## config.mk

```make
export PLATFORM = sky130hd
export DESIGN_NAME = hazard_ctrl_flat
export DESIGN_NICKNAME = d
export VERILOG_FILES = /design/src/rtl/hazard_ctrl_if.sv /design/src/rtl/hazard_ctrl.sv /design/src/flat_wrapper.sv
export SDC_FILE = /design/constraint.sdc
export NUM_CORES = 1
export LEC_CHECK = 0
export ABC_AREA = 1
export BUFFER_PORTS_ARGS = -buffer_cell sky130_fd_sc_hd__buf_2
export CAP_MARGIN = 20
export CORE_ASPECT_RATIO = 1.4
export CORE_MARGIN = 5
export CORE_UTILIZATION = 53
export CTS_CLUSTER_DIAMETER = 120
export DETAILED_ROUTE_END_ITERATION = 10
export PLACE_DENSITY_LB_ADDON = 0.25
export SLEW_MARGIN = 10
export SYNTH_ARGS = -nofsm -noshare
export SYNTH_HDL_FRONTEND = slang
export SYNTH_SLANG_ARGS = --single-unit
export TNS_END_PERCENT = 1
```

## constraint.sdc

```tcl
create_clock -name clk -period 2.5 [get_ports clk]
set_input_delay 0.375 -clock clk [delete_from_list [all_inputs] [get_ports clk]]
set_output_delay 0.375 -clock clk [all_outputs]
set_load 0.02 [all_outputs]
```

## src/rtl/hazard_ctrl_if.sv

```systemverilog
// Hazard unit bundle: pipeline register indices and enables in, forward/stall/flush controls out.
interface hazard_ctrl_if #(parameter int CNT_W = 16);
    logic [4:0]       Rs1D, Rs2D, Rs1E, Rs2E, RdE, RdM, RdW;
    logic             RegWriteM, RegWriteW, MemReadE, PCSrcE, PeriphAccessM;
    logic [1:0]       ForwardAE, ForwardBE;
    logic             StallF, StallD, StallE, StallM;
    logic             FlushD, FlushE, FlushW;
    logic             MemBusy;
    logic [CNT_W-1:0] StallCount;

    modport master (
        output Rs1D, Rs2D, Rs1E, Rs2E, RdE, RdM, RdW,
        output RegWriteM, RegWriteW, MemReadE, PCSrcE, PeriphAccessM,
        input  ForwardAE, ForwardBE, StallF, StallD, StallE, StallM,
        input  FlushD, FlushE, FlushW, MemBusy, StallCount
    );

    modport slave (
        input  Rs1D, Rs2D, Rs1E, Rs2E, RdE, RdM, RdW,
        input  RegWriteM, RegWriteW, MemReadE, PCSrcE, PeriphAccessM,
        output ForwardAE, ForwardBE, StallF, StallD, StallE, StallM,
        output FlushD, FlushE, FlushW, MemBusy, StallCount
    );
endinterface

```

## src/rtl/hazard_ctrl.sv

```systemverilog
// Five-stage pipeline hazard unit: operand forwarding, load-use stall, branch flush,
// and a full-pipeline freeze of WAIT_CYCLES cycles for slow peripheral accesses in M.
module hazard_ctrl #(
    parameter int WAIT_CYCLES = 2,
    parameter int CNT_W       = 16
) (
    input logic         clk,
    input logic         reset,
    hazard_ctrl_if.slave hz
);
    typedef enum logic [1:0] {RUN, MEMWAIT, RELEASE} state_t;

    localparam logic [3:0] WAIT_INIT = 4'(WAIT_CYCLES - 1);

    state_t           state_q;
    logic [3:0]       cnt_q;
    logic [CNT_W-1:0] stall_cnt_q;
    logic             lw_stall, mem_stall, stall_f;

    always_comb begin
        hz.ForwardAE = 2'b00;
        if (hz.RegWriteM && hz.RdM != 5'd0 && hz.RdM == hz.Rs1E)      hz.ForwardAE = 2'b10;
        else if (hz.RegWriteW && hz.RdW != 5'd0 && hz.RdW == hz.Rs1E) hz.ForwardAE = 2'b01;
        hz.ForwardBE = 2'b00;
        if (hz.RegWriteM && hz.RdM != 5'd0 && hz.RdM == hz.Rs2E)      hz.ForwardBE = 2'b10;
        else if (hz.RegWriteW && hz.RdW != 5'd0 && hz.RdW == hz.Rs2E) hz.ForwardBE = 2'b01;
    end

    // In RELEASE the accessing instruction is still in M, so its request is ignored.
    always_comb begin
        lw_stall  = hz.MemReadE && hz.RdE != 5'd0 && (hz.RdE == hz.Rs1D || hz.RdE == hz.Rs2D);
        mem_stall = (state_q == MEMWAIT) || (state_q == RUN && hz.PeriphAccessM);
    end

    // A frozen pipeline must not lose a taken branch: flushes are suppressed while
    // frozen and PCSrcE, still held in E, acts on the first unfrozen cycle.
    always_comb begin
        stall_f    = mem_stall | lw_stall;
        hz.StallF  = stall_f;
        hz.StallD  = stall_f;
        hz.StallE  = mem_stall;
        hz.StallM  = mem_stall;
        hz.FlushW  = mem_stall;
        hz.FlushD  = !mem_stall && hz.PCSrcE;
        hz.FlushE  = !mem_stall && (lw_stall || hz.PCSrcE);
        hz.MemBusy = mem_stall;
        hz.StallCount = stall_cnt_q;
    end

    always_ff @(posedge clk or negedge reset) begin
        if (!reset) begin
            state_q <= RUN;
            cnt_q   <= 4'd0;
        end else begin
            case (state_q)
                RUN: if (hz.PeriphAccessM) begin
                    state_q <= (WAIT_CYCLES == 1) ? RELEASE : MEMWAIT;
                    cnt_q   <= WAIT_INIT;
                end
                MEMWAIT: begin
                    if (cnt_q == 4'd1) state_q <= RELEASE;
                    cnt_q <= cnt_q - 4'd1;
                end
                RELEASE: state_q <= RUN;
                default: begin
                    state_q <= RUN;
                    cnt_q   <= 4'd0;
                end
            endcase
        end
    end

    always_ff @(posedge clk or negedge reset) begin
        if (!reset)                            stall_cnt_q <= '0;
        else if (stall_f && stall_cnt_q != '1) stall_cnt_q <= stall_cnt_q + 1'b1;
    end
endmodule

```

## src/flat_wrapper.sv

```systemverilog
// flat-port wrapper written by rule: the top's interface ports become plain ports
module hazard_ctrl_flat 
#(
    parameter int WAIT_CYCLES = 2,
    parameter int CNT_W       = 16
)
  (clk, reset, hz_Rs1D, hz_Rs2D, hz_Rs1E, hz_Rs2E, hz_RdE, hz_RdM, hz_RdW, hz_RegWriteM, hz_RegWriteW, hz_MemReadE, hz_PCSrcE, hz_PeriphAccessM, hz_ForwardAE, hz_ForwardBE, hz_StallF, hz_StallD, hz_StallE, hz_StallM, hz_FlushD, hz_FlushE, hz_FlushW, hz_MemBusy, hz_StallCount);
  hazard_ctrl_if #(.CNT_W(CNT_W)) hz_i ();
  input logic clk;
  input logic reset;
  input wire logic [$bits(hz_i.Rs1D)-1:0] hz_Rs1D;
  input wire logic [$bits(hz_i.Rs2D)-1:0] hz_Rs2D;
  input wire logic [$bits(hz_i.Rs1E)-1:0] hz_Rs1E;
  input wire logic [$bits(hz_i.Rs2E)-1:0] hz_Rs2E;
  input wire logic [$bits(hz_i.RdE)-1:0] hz_RdE;
  input wire logic [$bits(hz_i.RdM)-1:0] hz_RdM;
  input wire logic [$bits(hz_i.RdW)-1:0] hz_RdW;
  input wire logic [$bits(hz_i.RegWriteM)-1:0] hz_RegWriteM;
  input wire logic [$bits(hz_i.RegWriteW)-1:0] hz_RegWriteW;
  input wire logic [$bits(hz_i.MemReadE)-1:0] hz_MemReadE;
  input wire logic [$bits(hz_i.PCSrcE)-1:0] hz_PCSrcE;
  input wire logic [$bits(hz_i.PeriphAccessM)-1:0] hz_PeriphAccessM;
  output wire logic [$bits(hz_i.ForwardAE)-1:0] hz_ForwardAE;
  output wire logic [$bits(hz_i.ForwardBE)-1:0] hz_ForwardBE;
  output wire logic [$bits(hz_i.StallF)-1:0] hz_StallF;
  output wire logic [$bits(hz_i.StallD)-1:0] hz_StallD;
  output wire logic [$bits(hz_i.StallE)-1:0] hz_StallE;
  output wire logic [$bits(hz_i.StallM)-1:0] hz_StallM;
  output wire logic [$bits(hz_i.FlushD)-1:0] hz_FlushD;
  output wire logic [$bits(hz_i.FlushE)-1:0] hz_FlushE;
  output wire logic [$bits(hz_i.FlushW)-1:0] hz_FlushW;
  output wire logic [$bits(hz_i.MemBusy)-1:0] hz_MemBusy;
  output wire logic [$bits(hz_i.StallCount)-1:0] hz_StallCount;
  assign hz_i.Rs1D = hz_Rs1D;
  assign hz_i.Rs2D = hz_Rs2D;
  assign hz_i.Rs1E = hz_Rs1E;
  assign hz_i.Rs2E = hz_Rs2E;
  assign hz_i.RdE = hz_RdE;
  assign hz_i.RdM = hz_RdM;
  assign hz_i.RdW = hz_RdW;
  assign hz_i.RegWriteM = hz_RegWriteM;
  assign hz_i.RegWriteW = hz_RegWriteW;
  assign hz_i.MemReadE = hz_MemReadE;
  assign hz_i.PCSrcE = hz_PCSrcE;
  assign hz_i.PeriphAccessM = hz_PeriphAccessM;
  assign hz_ForwardAE = hz_i.ForwardAE;
  assign hz_ForwardBE = hz_i.ForwardBE;
  assign hz_StallF = hz_i.StallF;
  assign hz_StallD = hz_i.StallD;
  assign hz_StallE = hz_i.StallE;
  assign hz_StallM = hz_i.StallM;
  assign hz_FlushD = hz_i.FlushD;
  assign hz_FlushE = hz_i.FlushE;
  assign hz_FlushW = hz_i.FlushW;
  assign hz_MemBusy = hz_i.MemBusy;
  assign hz_StallCount = hz_i.StallCount;
  hazard_ctrl #(.WAIT_CYCLES(WAIT_CYCLES), .CNT_W(CNT_W)) u_core (.clk(clk), .reset(reset), .hz(hz_i));
endmodule
```

Word-level counts from Yosys, hierarchy flattened --
Index checks and enable logic that the tools add are counted.
Word-level totals: input port bits 42, flip-flop bits (word level) 22, output and inout port bits 28, logic and storage cells 50
Cells by class: reductions and logical operators 22, mux-type cells 9, equality and inequality tests 12, bitwise logic cells 2, add/subtract/negate cells 2
Operators with widths (number):
- $eq 5x5->1 | 6
- $add 16x1->16 const B | 1
- $ne 16x16->1 const B | 1
- $reduce_bool 5->1 | 3
- $logic_and 1x1->1 | 12
- $pmux 4 s3 | 1
- $mux 2 | 4
- $eq 4x1->1 const B | 1
- $mux 4 | 1
- $ne 2x2->1 const B | 2
- $pmux 2 s2 | 1
- $reduce_and 2->1 | 2
- $sub 4x1->4 const B | 1
- $logic_or 1x1->1 | 3
- $eq 2x1->1 const B | 1
- $eq 2x2->1 const B | 1
- $logic_not 2->1 | 1
- $mux 1 | 2
- $logic_not 1->1 | 1
- $not 1->1 | 1
- $or 1x1->1 | 1

Logic depth before layout (Yosys ltp) --
word-level depth 5, mapped depth 12, gate-level depth less buffers 11

Worst setup path before layout --
No wires, ideal clock.
path type in2out, start point in hz_RdM[3], end point out hz_ForwardAE[0], path buffers 0, cell stages on the path 3, arrival time 1581 ps, data required time 2125 ps, path slack 544 ps, cell sequence xor2_1 nor4_1 nor2_1
On the way: longest elaborated chain between the ends 4, elaborated cells on any way between the ends 5, those cells by class eq/ne: 1; mux: 1; reduce/logical: 3
RTL lines:
- from (decl) | line flat_wrapper.sv:16 | input wire logic [$bits(hz_i.RdM)-1:0] hz_RdM;
- $reduce_bool 5->1 | line hazard_ctrl.sv:22 | if (hz.RegWriteM && hz.RdM != 5'd0 && hz.RdM == hz.Rs1E) hz.ForwardAE = 2'b10;
- $logic_and 1x1->1 | line hazard_ctrl.sv:22
- $logic_and 1x1->1 * | line hazard_ctrl.sv:22
- $mux 2 * | line hazard_ctrl.sv:22
- to (decl) | line flat_wrapper.sv:23 | output wire logic [$bits(hz_i.ForwardAE)-1:0] hz_ForwardAE;
Mark *: on every way between the ends. The rest lies on a longest branch, timed or not.

Final worst setup path --
start point reg u_core.state_q[0], end point out hz_StallD
On the way: longest elaborated chain between the ends 4, elaborated cells on any way between the ends 5, those cells by class eq/ne: 1; bitwise: 1; reduce/logical: 3
RTL lines:
- from (decl) | line hazard_ctrl.sv:15 | state_t state_q;
- from (signal assigned) | line hazard_ctrl.sv:57 | state_q <= (WAIT_CYCLES == 1) ? RELEASE : MEMWAIT;
- $logic_not 2->1 | line hazard_ctrl.sv:32 | mem_stall = (state_q == MEMWAIT) || (state_q == RUN && hz.PeriphAccessM);
- $logic_and 1x1->1 | line hazard_ctrl.sv:32
- $logic_or 1x1->1 * | line hazard_ctrl.sv:32
- $or 1x1->1 * | line hazard_ctrl.sv:38 | stall_f = mem_stall | lw_stall;
- to (decl) | line flat_wrapper.sv:26 | output wire logic [$bits(hz_i.StallD)-1:0] hz_StallD;
Marks and branches as above.

==> impl_metrics.json <==
{
  "die_area_um2": 4740,
  "ir_drop_v": 0.000631,
  "top_layer_used": "met4",
  "hold_viol_final": 0,
  "synth-edff-count": 0,
  "gp_routability_congestion": 0.828,
  "grt_use_total_pct": 18.0,
  "root_buffer": "clkbuf_8",
  "syn_to_final_growth_pct": 20.3,
  "drt-met1-wl_um": 1570,
  "wl_met2_um": 2360,
  "clk_latency_ns": 0.26,
  "cts_hold_buffers": 0,
  "cp_max_fo": 24,
  "start_util_pct": 54.6,
  "final-seq-area_um2": 551,
  "layout.nets": 373,
  "vias": 1829,
  "synth-seq-area-share_pct": 30.1,
  "netlist_instances": 262,
  "drt_iter0_markers": 44,
  "rsz0062_at_grt": "false",
  "async_flop_share_pct": 100,
  "slew_viol_final": 0,
  "synth_ff_type": "dfrtp_1",
  "pin_count": 70,
  "wire_per_inst_um": 11.4,
  "syn_area_um2": 1830,
  "wl_um": 4170,
  "reg2reg_slack_ns": 0.80,
  "core_area_um2": 3350,
  "end_kind": "primary output",
  "worstSetupPathType": "flip-flop to primary output",
  "drive_gt1_share_pct": 26.0,
  "cap_viol_max_count": 0,
  "drc": 0,
  "std_cell_rows": 25,
  "clk_pin_slew_worst_paths_ns": 0.08,
  "finalCritPeriodShare_pct": 87.0,
  "yosys.area.top_type_share_pct": 30.1,
  "ctsHtreeMaxLevel": 1,
  "fin_worst_skew_ns": 0.00179,
  "r2r-end": "u_core.hz.StallCount[11]",
  "status": "finished, final reports clean",
  "drt-pass1-iter-count": 4,
  "crit_arrival_ns": 1.80,
  "antenna_found_initial": 0,
  "cts_buffers": 3,
  "slew_headroom_pct": 66.7,
  "worst_pin_slew_ns": 0.499,
  "worstRegToRegCells": 11,
  "synth_area_leader_cell": "dfrtp_1",
  "ys_types": 24,
  "ys_warn_count": 0,
  "insertedDiodeCount": 0,
  "crit_path_start_kind": "flip-flop",
  "min_period_ns": 2.17,
  "port_buffers": 69,
  "cts_tree": "built",
  "viasPerCell": 4.98,
  "die_h_um": 79.5,
  "synthesis.nets": 307,
  "fillers": 335,
  "fmax_mhz": 460,
  "synth_area_leaders": "dfrtp_1 30%, nand2_1 17%, xnor2_1 8.2%, nand3_1 6.8%, xor2_1 6.7%",
  "post-dp-hpwl_um": 3470,
  "setup_viol": 0,
  "worstReg2RegStart": "u_core.hz.StallCount[0]",
  "antenna_left": 0,
  "synthMostInstantiatedCell": "nand2_1",
  "whs_ns": 0.0678,
  "grt_pass1_vias": 1737,
  "finalNonFillerCells": 367,
  "avgSynthCellArea_um2": 6.97,
  "multi_input_area_um2": 1070,
  "die_w_um": 59.6,
  "setup.worst_path.start": "u_core.state_q[0]",
  "p_leak_nw": 1.27,
  "routed-wl-met3_um": 208,
  "cp.required_ns": 2.12,
  "clock_path_buffers": 2,
  "cts_sinks": 22,
  "dp.cells": 363,
  "gr-total-overflow": 0,
  "hold_class": "primary input to asynchronous set/reset pin",
  "power_per_cell_area_nw_per_um2": 718,
  "grt_pass1_wl_um": 6840,
  "postCtsSetupRepairBufs": 0,
  "netlist_top_cells_count": "82 x nand2_1, 32 x inv_1, 25 x nand3_1",
  "grt_max_degree": 25,
  "tns_ns": 0,
  "synth_seq_cells": 22,
  "cts_resized": 0
}
[kinds of logic after synthesis]
| family | count (synthesis) | synth area share (%) |
|---|---|---|
| buffers and inverters | 42 | 11.3 |
| AOI/OAI and AO/OA | 11 | 3.08 |
| adders and majority gates | 3 | 2.06 |
| xor gates and xnor gates | 31 | 14.9 |
| and+or+nand+nor | 153 | 38.6 |
| DFF | 22 | 30.1 |
[metal layers]
metal	global-route usage, %	up-vias
li1	-	946
met1	18.7	836
met2	35.7	43
met3	2.10	4
met4	5.32	0
met5	0	-
[worst max-delay path: stages (launching register included)]
cell and delay (ns):
dfrtp_1 0.38, inv_1 0.13, nor2_1 0.05, inv_1 0.11
nand2_1 0.17, inv_1 0.13, nand2_2 0.29, buf_2 0.28
[per-stage QoR]
stage	setup slack [ns]	power [W]	utilization, %	cell area, um^2
2_1_floorplan	0.544	0.00118	-	1830
6_report	0.325	0.00158	65.7	2200
4_1_cts	0.326	0.00160	65.7	2200
5_1_grt	0.127	0.00171	65.7	2200
3_5_place_dp	0.550	0.00134	64.0	2140
3_3_place_gp	0.593	0.00131	64.0	2140
[worst max-delay path by stage]
stage / depth (start not counted) / slack, ns / endpoint
2_1_floorplan: 3 / 0.54 / hz_ForwardAE[0]
3_5_place_dp: 10 / 0.55 / hz_StallF
5_1_grt: 7 / 0.13 / hz_StallD
3_3_place_gp: 10 / 0.59 / hz_StallF
6_report: 7 / 0.33 / hz_StallD
4_1_cts: 7 / 0.33 / hz_StallF
[report_power, final]
part	total [W]	internal (W)	leakage, nW	switching [W]
registers	0.000548	0.000452	0.287	0.0000957
clock network	0.000253	0.000140	0.0288	0.000113
logic	0.000778	0.000283	0.954	0.000495
total	0.00158	0.000875	1.27	0.000704
[sequential cells by signal (all words and copies together), names as in the netlist]
| signal | cells |
|---|---|
| u_core.state_q | 2 |
| u_core.hz.StallCount | 16 |
| u_core.cnt_q | 4 |
[final cells by class]
type	count	area share (%)
Timing Repair Buffer	69	15.7
Sequential cell	22	25.0
Inverter	34	5.81
Multi-Input combinational cell	198	48.7
Clock buffer	4	2.50
Tap cell	40	2.28
[cells in the final DEF, fill, tap and decap left out]
cell / Yosys / routed
nand3_2: 1 / 1
xnor2_1: 17 / 17
inv_1: 32 / 32
nor3_1: 5 / 5
nor2_4: 1 / 1
o22ai_1: 1 / 1
clkbuf_8: 0 / 4
nand2_2: 2 / 2
nor2_8: 1 / 1
inv_2: 2 / 2
nor4_1: 3 / 3
xor2_1: 14 / 14
nand4_1: 6 / 6
dfrtp_1: 22 / 22
ha_1: 3 / 3
nand2_4: 3 / 3
o21ai_0: 7 / 7
nand2_1: 82 / 82
buf_2: 0 / 69
a21oi_1: 3 / 3
nand3_1: 25 / 25
nor2_1: 22 / 22
nor3_2: 2 / 2
Power figures use the tool's default switching activity.
